--- src/rtl/prt_frame_reader_if.sv ---
// Signal bundle between the PRT drain engine and its neighbours: slot offer,
// PRT read port, invalidate, egress byte stream and status.
interface prt_frame_reader_if #(
   parameter int INDEX_SIZE = 3,
   parameter int DATA_SIZE  = 8,
   parameter int LEN_W      = 16
);
   logic                  slot_valid;
   logic [INDEX_SIZE-1:0] slot_id;
   logic [LEN_W-1:0]      slot_len;
   logic                  slot_ready;
   logic                  abort;
   logic                  rd_req;
   logic [INDEX_SIZE-1:0] rd_slot;
   logic [LEN_W-1:0]      rd_addr;
   logic [DATA_SIZE-1:0]  rd_data;
   logic                  inv_valid;
   logic [INDEX_SIZE-1:0] inv_slot;
   logic                  tx_valid;
   logic [DATA_SIZE-1:0]  tx_data;
   logic                  tx_last;
   logic                  tx_ready;
   logic                  busy;
   logic                  err_len;
   logic [LEN_W-1:0]      frames_sent;

   modport slave (
      input  slot_valid, slot_id, slot_len, abort, rd_data, tx_ready,
      output slot_ready, rd_req, rd_slot, rd_addr, inv_valid, inv_slot,
             tx_valid, tx_data, tx_last, busy, err_len, frames_sent
   );

   modport master (
      output slot_valid, slot_id, slot_len, abort, rd_data, tx_ready,
      input  slot_ready, rd_req, rd_slot, rd_addr, inv_valid, inv_slot,
             tx_valid, tx_data, tx_last, busy, err_len, frames_sent
   );
endinterface

--- src/rtl/prt_frame_reader.sv ---
// PRT read-side drain engine: fetches a received frame slot byte by byte,
// streams it to the egress MAC through a small FIFO, then invalidates the slot.
module prt_frame_reader #(
   parameter int TABLE_SIZE = 8,
   parameter int INDEX_SIZE = 3,
   parameter int DATA_SIZE  = 8,
   parameter int LEN_W      = 16,
   parameter int FRAME_SIZE = 1518,
   parameter int FIFO_DEPTH = 4
) (
   input logic              clk,
   input logic              rst,
   prt_frame_reader_if.slave bus
);
   localparam logic [1:0] S_IDLE    = 2'd0;
   localparam logic [1:0] S_READ    = 2'd1;
   localparam logic [1:0] S_RELEASE = 2'd2;

   localparam int PTR_W = (FIFO_DEPTH > 1) ? $clog2(FIFO_DEPTH) : 1;
   localparam int CNT_W = $clog2(FIFO_DEPTH + 1);
   localparam logic [CNT_W:0]   DEPTH_V = (CNT_W + 1)'(FIFO_DEPTH);
   localparam logic [PTR_W-1:0] PTR_MAX = PTR_W'(FIFO_DEPTH - 1);

   if (TABLE_SIZE > (1 << INDEX_SIZE)) begin : g_cfg_check
      $error("INDEX_SIZE too narrow for TABLE_SIZE");
   end

   logic [1:0]            state;
   logic [INDEX_SIZE-1:0] slot_q;
   logic [LEN_W-1:0]      len_q;
   logic [LEN_W-1:0]      addr_q;
   logic [LEN_W-1:0]      frames_q;
   logic                  inflight_q;
   logic                  inflight_last_q;
   logic                  err_q;

   logic [DATA_SIZE:0]    fifo_mem [FIFO_DEPTH];
   logic [PTR_W-1:0]      wr_ptr;
   logic [PTR_W-1:0]      rd_ptr;
   logic [CNT_W-1:0]      count;

   logic                  in_read;
   logic                  accept;
   logic                  len_ok;
   logic                  rd_req;
   logic                  push;
   logic                  pop;
   logic                  tx_valid;
   logic                  last_hs;
   logic                  do_abort;
   logic [DATA_SIZE:0]    head;
   logic [CNT_W:0]        used;

   function automatic logic [PTR_W-1:0] ptr_inc(input logic [PTR_W-1:0] p);
      return (p == PTR_MAX) ? '0 : p + 1'b1;
   endfunction

   always_comb begin
      in_read  = (state == S_READ);
      accept   = bus.slot_valid && (state == S_IDLE);
      len_ok   = (bus.slot_len != '0) && (bus.slot_len <= LEN_W'(FRAME_SIZE));
      do_abort = in_read && bus.abort;
      // Credit counts the byte still in flight from the PRT so the FIFO cannot overflow.
      used     = (CNT_W + 1)'(count) + (CNT_W + 1)'(inflight_q);
      rd_req   = in_read && (addr_q < len_q) && (used < DEPTH_V);
      push     = inflight_q && in_read && !bus.abort;
      tx_valid = (count != '0);
      pop      = tx_valid && bus.tx_ready;
      head     = fifo_mem[rd_ptr];
      last_hs  = pop && head[DATA_SIZE];
   end

   always_ff @(posedge clk or negedge rst) begin
      if (!rst) begin
         state           <= S_IDLE;
         slot_q          <= '0;
         len_q           <= '0;
         addr_q          <= '0;
         frames_q        <= '0;
         inflight_q      <= 1'b0;
         inflight_last_q <= 1'b0;
         err_q           <= 1'b0;
      end else begin
         err_q      <= accept && !len_ok;
         inflight_q <= rd_req && !bus.abort;
         if (rd_req) begin
            addr_q          <= addr_q + 1'b1;
            inflight_last_q <= (addr_q == len_q - 1'b1);
         end
         case (state)
            S_IDLE: begin
               if (accept) begin
                  slot_q <= bus.slot_id;
                  len_q  <= bus.slot_len;
                  addr_q <= '0;
                  state  <= len_ok ? S_READ : S_RELEASE;
               end
            end
            S_READ: begin
               // Abort takes priority over a coincident last-byte handshake.
               if (bus.abort) begin
                  state <= S_RELEASE;
               end else if (last_hs) begin
                  state    <= S_RELEASE;
                  frames_q <= frames_q + 1'b1;
               end
            end
            S_RELEASE: state <= S_IDLE;
            default:   state <= S_IDLE;
         endcase
      end
   end

   always_ff @(posedge clk or negedge rst) begin
      if (!rst) begin
         wr_ptr <= '0;
         rd_ptr <= '0;
         count  <= '0;
      end else if (do_abort) begin
         wr_ptr <= '0;
         rd_ptr <= '0;
         count  <= '0;
      end else begin
         if (push) wr_ptr <= ptr_inc(wr_ptr);
         if (pop)  rd_ptr <= ptr_inc(rd_ptr);
         case ({push, pop})
            2'b10:   count <= count + 1'b1;
            2'b01:   count <= count - 1'b1;
            default: count <= count;
         endcase
      end
   end

   always_ff @(posedge clk) begin
      if (push) fifo_mem[wr_ptr] <= {inflight_last_q, bus.rd_data};
   end

   assign bus.slot_ready  = (state == S_IDLE);
   assign bus.busy        = (state != S_IDLE);
   assign bus.rd_req      = rd_req;
   assign bus.rd_slot     = slot_q;
   assign bus.rd_addr     = addr_q;
   assign bus.inv_valid   = (state == S_RELEASE);
   assign bus.inv_slot    = slot_q;
   assign bus.tx_valid    = tx_valid;
   assign bus.tx_data     = tx_valid ? head[DATA_SIZE-1:0] : '0;
   assign bus.tx_last     = tx_valid && head[DATA_SIZE];
   assign bus.err_len     = err_q;
   assign bus.frames_sent = frames_q;
endmodule

--- src/flat_wrapper.sv ---
// flat-port wrapper written by rule: the top's interface ports become plain ports
module prt_frame_reader_flat 
#(
   parameter int TABLE_SIZE = 8,
   parameter int INDEX_SIZE = 3,
   parameter int DATA_SIZE  = 8,
   parameter int LEN_W      = 16,
   parameter int FRAME_SIZE = 1518,
   parameter int FIFO_DEPTH = 4
)
  (clk, rst, bus_slot_valid, bus_slot_id, bus_slot_len, bus_abort, bus_rd_data, bus_tx_ready, bus_slot_ready, bus_rd_req, bus_rd_slot, bus_rd_addr, bus_inv_valid, bus_inv_slot, bus_tx_valid, bus_tx_data, bus_tx_last, bus_busy, bus_err_len, bus_frames_sent);
  prt_frame_reader_if #(.INDEX_SIZE(INDEX_SIZE), .DATA_SIZE(DATA_SIZE), .LEN_W(LEN_W)) bus_i ();
  input logic clk;
  input logic rst;
  input wire logic [$bits(bus_i.slot_valid)-1:0] bus_slot_valid;
  input wire logic [$bits(bus_i.slot_id)-1:0] bus_slot_id;
  input wire logic [$bits(bus_i.slot_len)-1:0] bus_slot_len;
  input wire logic [$bits(bus_i.abort)-1:0] bus_abort;
  input wire logic [$bits(bus_i.rd_data)-1:0] bus_rd_data;
  input wire logic [$bits(bus_i.tx_ready)-1:0] bus_tx_ready;
  output wire logic [$bits(bus_i.slot_ready)-1:0] bus_slot_ready;
  output wire logic [$bits(bus_i.rd_req)-1:0] bus_rd_req;
  output wire logic [$bits(bus_i.rd_slot)-1:0] bus_rd_slot;
  output wire logic [$bits(bus_i.rd_addr)-1:0] bus_rd_addr;
  output wire logic [$bits(bus_i.inv_valid)-1:0] bus_inv_valid;
  output wire logic [$bits(bus_i.inv_slot)-1:0] bus_inv_slot;
  output wire logic [$bits(bus_i.tx_valid)-1:0] bus_tx_valid;
  output wire logic [$bits(bus_i.tx_data)-1:0] bus_tx_data;
  output wire logic [$bits(bus_i.tx_last)-1:0] bus_tx_last;
  output wire logic [$bits(bus_i.busy)-1:0] bus_busy;
  output wire logic [$bits(bus_i.err_len)-1:0] bus_err_len;
  output wire logic [$bits(bus_i.frames_sent)-1:0] bus_frames_sent;
  assign bus_i.slot_valid = bus_slot_valid;
  assign bus_i.slot_id = bus_slot_id;
  assign bus_i.slot_len = bus_slot_len;
  assign bus_i.abort = bus_abort;
  assign bus_i.rd_data = bus_rd_data;
  assign bus_i.tx_ready = bus_tx_ready;
  assign bus_slot_ready = bus_i.slot_ready;
  assign bus_rd_req = bus_i.rd_req;
  assign bus_rd_slot = bus_i.rd_slot;
  assign bus_rd_addr = bus_i.rd_addr;
  assign bus_inv_valid = bus_i.inv_valid;
  assign bus_inv_slot = bus_i.inv_slot;
  assign bus_tx_valid = bus_i.tx_valid;
  assign bus_tx_data = bus_i.tx_data;
  assign bus_tx_last = bus_i.tx_last;
  assign bus_busy = bus_i.busy;
  assign bus_err_len = bus_i.err_len;
  assign bus_frames_sent = bus_i.frames_sent;
  prt_frame_reader #(.TABLE_SIZE(TABLE_SIZE), .INDEX_SIZE(INDEX_SIZE), .DATA_SIZE(DATA_SIZE), .LEN_W(LEN_W), .FRAME_SIZE(FRAME_SIZE), .FIFO_DEPTH(FIFO_DEPTH)) u_core (.clk(clk), .rst(rst), .bus(bus_i));
endmodule
--- config.mk ---
export PLATFORM = sky130hd
export DESIGN_NAME = prt_frame_reader_flat
export DESIGN_NICKNAME = d
export VERILOG_FILES = /design/src/rtl/prt_frame_reader_if.sv /design/src/rtl/prt_frame_reader.sv /design/src/flat_wrapper.sv
export SDC_FILE = /design/constraint.sdc
export NUM_CORES = 1
export LEC_CHECK = 0
export BUFFER_PORTS_ARGS = -buffer_cell sky130_fd_sc_hd__buf_2
export CAP_MARGIN = 30
export CORE_MARGIN = 4
export CORE_UTILIZATION = 61
export CTS_CLUSTER_SIZE = 8
export DETAILED_ROUTE_END_ITERATION = 12
export HOLD_SLACK_MARGIN = 0.06
export PLACE_DENSITY = 0.85
export SYNTH_ARGS = -nofsm -noshare
export SYNTH_HDL_FRONTEND = slang
export SYNTH_SLANG_ARGS = --single-unit
--- constraint.sdc ---
create_clock -name clk -period 4 [get_ports clk]
set_input_delay 0.6 -clock clk [delete_from_list [all_inputs] [get_ports clk]]
set_output_delay 0.6 -clock clk [all_outputs]
set_load 0.02 [all_outputs]
==> run summary <==
SETUP PATH
--------------------------------------------------------------------------------
Top cell family by delay on the critical path ..................... simple AND/OR/NAND/NOR gates
Worst Path Max Fanout .............................................           10
Worst path required time ..........................................      3.40 ns
CP arrival ........................................................      2.50 ns
Cell-by-cell trace of the critical path ........................... ha_1, a211oi_2, nand4_1, nor4_4, buf_2
Kind of start point of the critical path ..........................    flip-flop
Master of the slowest instance on the critical path ............... sky130_fd_sc_hd__nor4_4
Worst setup path category ......................................... flip-flop to primary output
Kind of end point of the critical path ............................ primary output
Slowest cell delay on critical path ...............................      0.65 ns
Crit path buffers/inverters .......................................            1

CLOCK TREE
--------------------------------------------------------------------------------
Clock Root Buffer ................................................. sky130_fd_sc_hd__clkbuf_8
Number of buffers created by CTS ..................................            9
Sink count of the clock tree ......................................           99
Clock tree from TritonCTS .........................................        built
Clock latency at the later pin of the worst-skew pair .............      0.36 ns
Clk pin slew, worst setup/hold paths ..............................      0.10 ns
Hold-fix buffers at CTS ...........................................            0
Bufs on Longest Clock Path ........................................            2
Resize count post-CTS .............................................            0
Post-CTS Setup Bufs ...............................................            0
Clock H-tree levels ...............................................            3

SYNTH
--------------------------------------------------------------------------------
Synth cell count leaders .......................................... sky130_fd_sc_hd__dfrtp_1 (63), sky130_fd_sc_hd__nand2_1 (54), sky130_fd_sc_hd__nor2_1 (39)
Count of flip-flops with a built-in enable after synthesis ........           36
Mean instance size in the synthesized netlist .....................   10.90 um^2
Synthesized flop and latch total ..................................           99
Share of the synthesized area in the top cell type ................       30.63%
Mapped Area ....................................................... 0.005146 mm^2
Yosys top cell by area ............................................ sky130_fd_sc_hd__dfrtp_1
Most repeated cell in the gate-level netlist after synthesis ...... sky130_fd_sc_hd__dfrtp_1
Top cells by area in the synthesized netlist ...................... sky130_fd_sc_hd__dfrtp_1 (31%), sky130_fd_sc_hd__edfxtp_1 (21%), sky130_fd_sc_hd__ha_1 (5.8%)
Count of synthesis-stage warnings from yosys ......................            0
Cell variety after synth ..........................................           48
Number of standard cells after synthesis ..........................          472
Prevailing post-synth register cell ............................... sky130_fd_sc_hd__dfrtp_1
Synth Net Count ...................................................          529
Async S/R FF share, synth .........................................       63.64%
Post-synthesis sequential area ratio ..............................       51.64%

ROUTE
--------------------------------------------------------------------------------
WL per Instance ...................................................     16.66 um
Number of remaining DRC errors ....................................            0
Drt initial violations ............................................          219
First-pass detailed-route iteration total .........................            5
Vias per inst .....................................................        5.762
Antenna viol nets, final ..........................................            0
Vias after detailed routing .......................................         3809
Routed Wire Length ................................................     11.01 mm

STATUS
--------------------------------------------------------------------------------
Status ............................................................    completed

FINAL LAYOUT
--------------------------------------------------------------------------------
Non-filler instance count after layout ............................          661
Multi-input combinational cell area ............................... 0.002303 mm^2
Share of the core filled with cells ...............................       71.14%
Area delta synth->final ...........................................       13.59%
Layout cell share with drive strength beyond 1 ....................       20.50%
Area used by sequential logic in the layout ....................... 0.002658 mm^2
Antenna Cells .....................................................            0
Final #Nets .......................................................          608
Filler Cell Count .................................................          583

TIMING
--------------------------------------------------------------------------------
Slew at the pin with the worst max-slew slack .....................    0.9291 ns
Final-layout setup total negative slack ...........................         0 ns
Setup repair after global routing missed its margin ...............        false
Final critical-path required period ...............................     3.099 ns
Relative max-transition margin ....................................       38.06%
Final Hold Viols ..................................................            0
Fraction of the cycle the final worst path needs ..................       77.46%
Setup-violating endpoint count in the final report ................            0
Setup clock skew after layout .....................................   0.01151 ns
Maximum clock frequency ...........................................    322.7 MHz
Number of pins exceeding their max-slew limit in the final report .            0

FLOORPLAN
--------------------------------------------------------------------------------
Standard cell core area ........................................... 0.008217 mm^2
Die footprint ..................................................... 0.009970 mm^2
Effective utilization at floorplan ................................       62.63%
IO Count ..........................................................           85
Chip height .......................................................     99.85 um
Width of the die ..................................................     99.85 um
Row Count .........................................................           33

POWER
--------------------------------------------------------------------------------
LEAKAGE ...........................................................     2.693 nW
Power Dens Cells .................................................. 433.2 mW/mm^2
Highest ir drop seen on vdd .......................................    0.2078 mV

GLOBAL ROUTE
--------------------------------------------------------------------------------
Pin count of the biggest net entering global routing ..............           52
Global router's overall resource usage ............................       23.36%
GRT Residual Overflow .............................................            0
Global-route wire length before repair ............................     18.55 mm
Number of antenna violations at the first check in global routing .            0
Vias in the first global route ....................................         3840

PLACE
--------------------------------------------------------------------------------
Placed Cells ......................................................          645
Detailed-placement wirelength estimate ............................     8.191 mm
Final GP Congestion ...............................................       0.9186
IO buf count ......................................................           84

HOLD PATH
--------------------------------------------------------------------------------
Path category of the worst min-delay check ........................ primary input to async pin

JOB
--------------------------------------------------------------------------------
MaxCap Viol Count .................................................            0

## stage by stage
stage / setup WS, ns / hold WS, ns / area (um^2) / power [mW]
after global placement: 1.371 / 0.4561 / 5633 / 1.825
final: 0.9015 / 0.3651 / 5846 / 2.532
after floorplan: 1.411 / 0.3044 / 5146 / 1.667
after global routing: 0.8026 / 0.4300 / 5846 / 2.664
after CTS: 0.9132 / 0.3902 / 5846 / 2.544
after detailed placement: 1.307 / 0.4677 / 5633 / 1.854
## cells by family (layout without fill, tap and decap cells)
logic type      Yosys count  count (layout)  synth area share, %
simple gates            182             182                18.11
flops                    99              99                51.64
compound gates           58              58                7.027
xor+xnor                 52              52                8.850
buf+inv                  44             128                3.599
fa+ha+maj                25              25                6.224
mux                      12              12                4.546
## cell type report
type                            instances  share of cell area [%]
Multi-Input combinational cell        329                   39.40
Sequential cell                        99                   45.46
Timing Repair Buffer                   88                   7.705
Clock inverter                          6                   1.455
Inverter                               24                   1.541
Tap cell                              105                   2.247
Clock buffer                           10                   2.183
## layer usage
metal	global-route usage (%)	routed length (um)	vias up
li1	-	-	1808
met1	30.62	4616	1865
met5	0	0	-
met3	3.266	603	18
met4	7.038	168	0
met2	40.53	5621	118
## placed cells by master (no fill, tap or decap), drive strengths merged, types with 7 or more instances in the layout
cell	instances
a21oi	11
inv	26
o21ai	21
buf	88
nor2	39
xor2	30
xnor2	22
ha	24
dfrtp	63
and3	12
nand4	18
nand3	12
mux4	9
and2	15
clkbuf	10
edfxtp	36
nor3	7
nand2	54
## report_power, final
part | switching (mW) | total (mW) | internal (mW)
Combinational | 0.334 | 0.610 | 0.277
Clock | 0.347 | 0.700 | 0.353
Sequential | 0.113 | 1.22 | 1.11
## path summary, 6_finish.rpt
path | start | to | slack, ns | cells past startpoint
min in group clk | bus_slot_id[0] | u_core.bus.inv_slot[0] | 0.42 | 3
min | rst | u_core.bus.frames_sent[13] | 0.37 | 1
max in group asynchronous | rst | u_core.len_q[15] | 2.78 | 2
max | u_core.bus.rd_addr[15] | bus_rd_req | 0.90 | 5
max reg2reg | u_core.bus.rd_addr[15] | u_core.bus.rd_addr[13] | 1.28 | 7
min reg2reg | u_core.bus.frames_sent[15] | u_core.bus.frames_sent[15] | 0.48 | 1
## sequential cells by signal, summed over array words and instances, names as in the netlist
name                    flops
u_core.bus.frames_sent     16
u_core.rd_ptr               2
u_core.count                3
u_core.bus.rd_addr         16
u_core.bus.err_len          1
u_core.wr_ptr               2
u_core.state                2
u_core.inflight_last_q      1
u_core.bus.inv_slot         3
u_core.fifo_mem            36
u_core.len_q               16
u_core.inflight_q           1
Note: power is estimated with default switching activity, not from simulation.
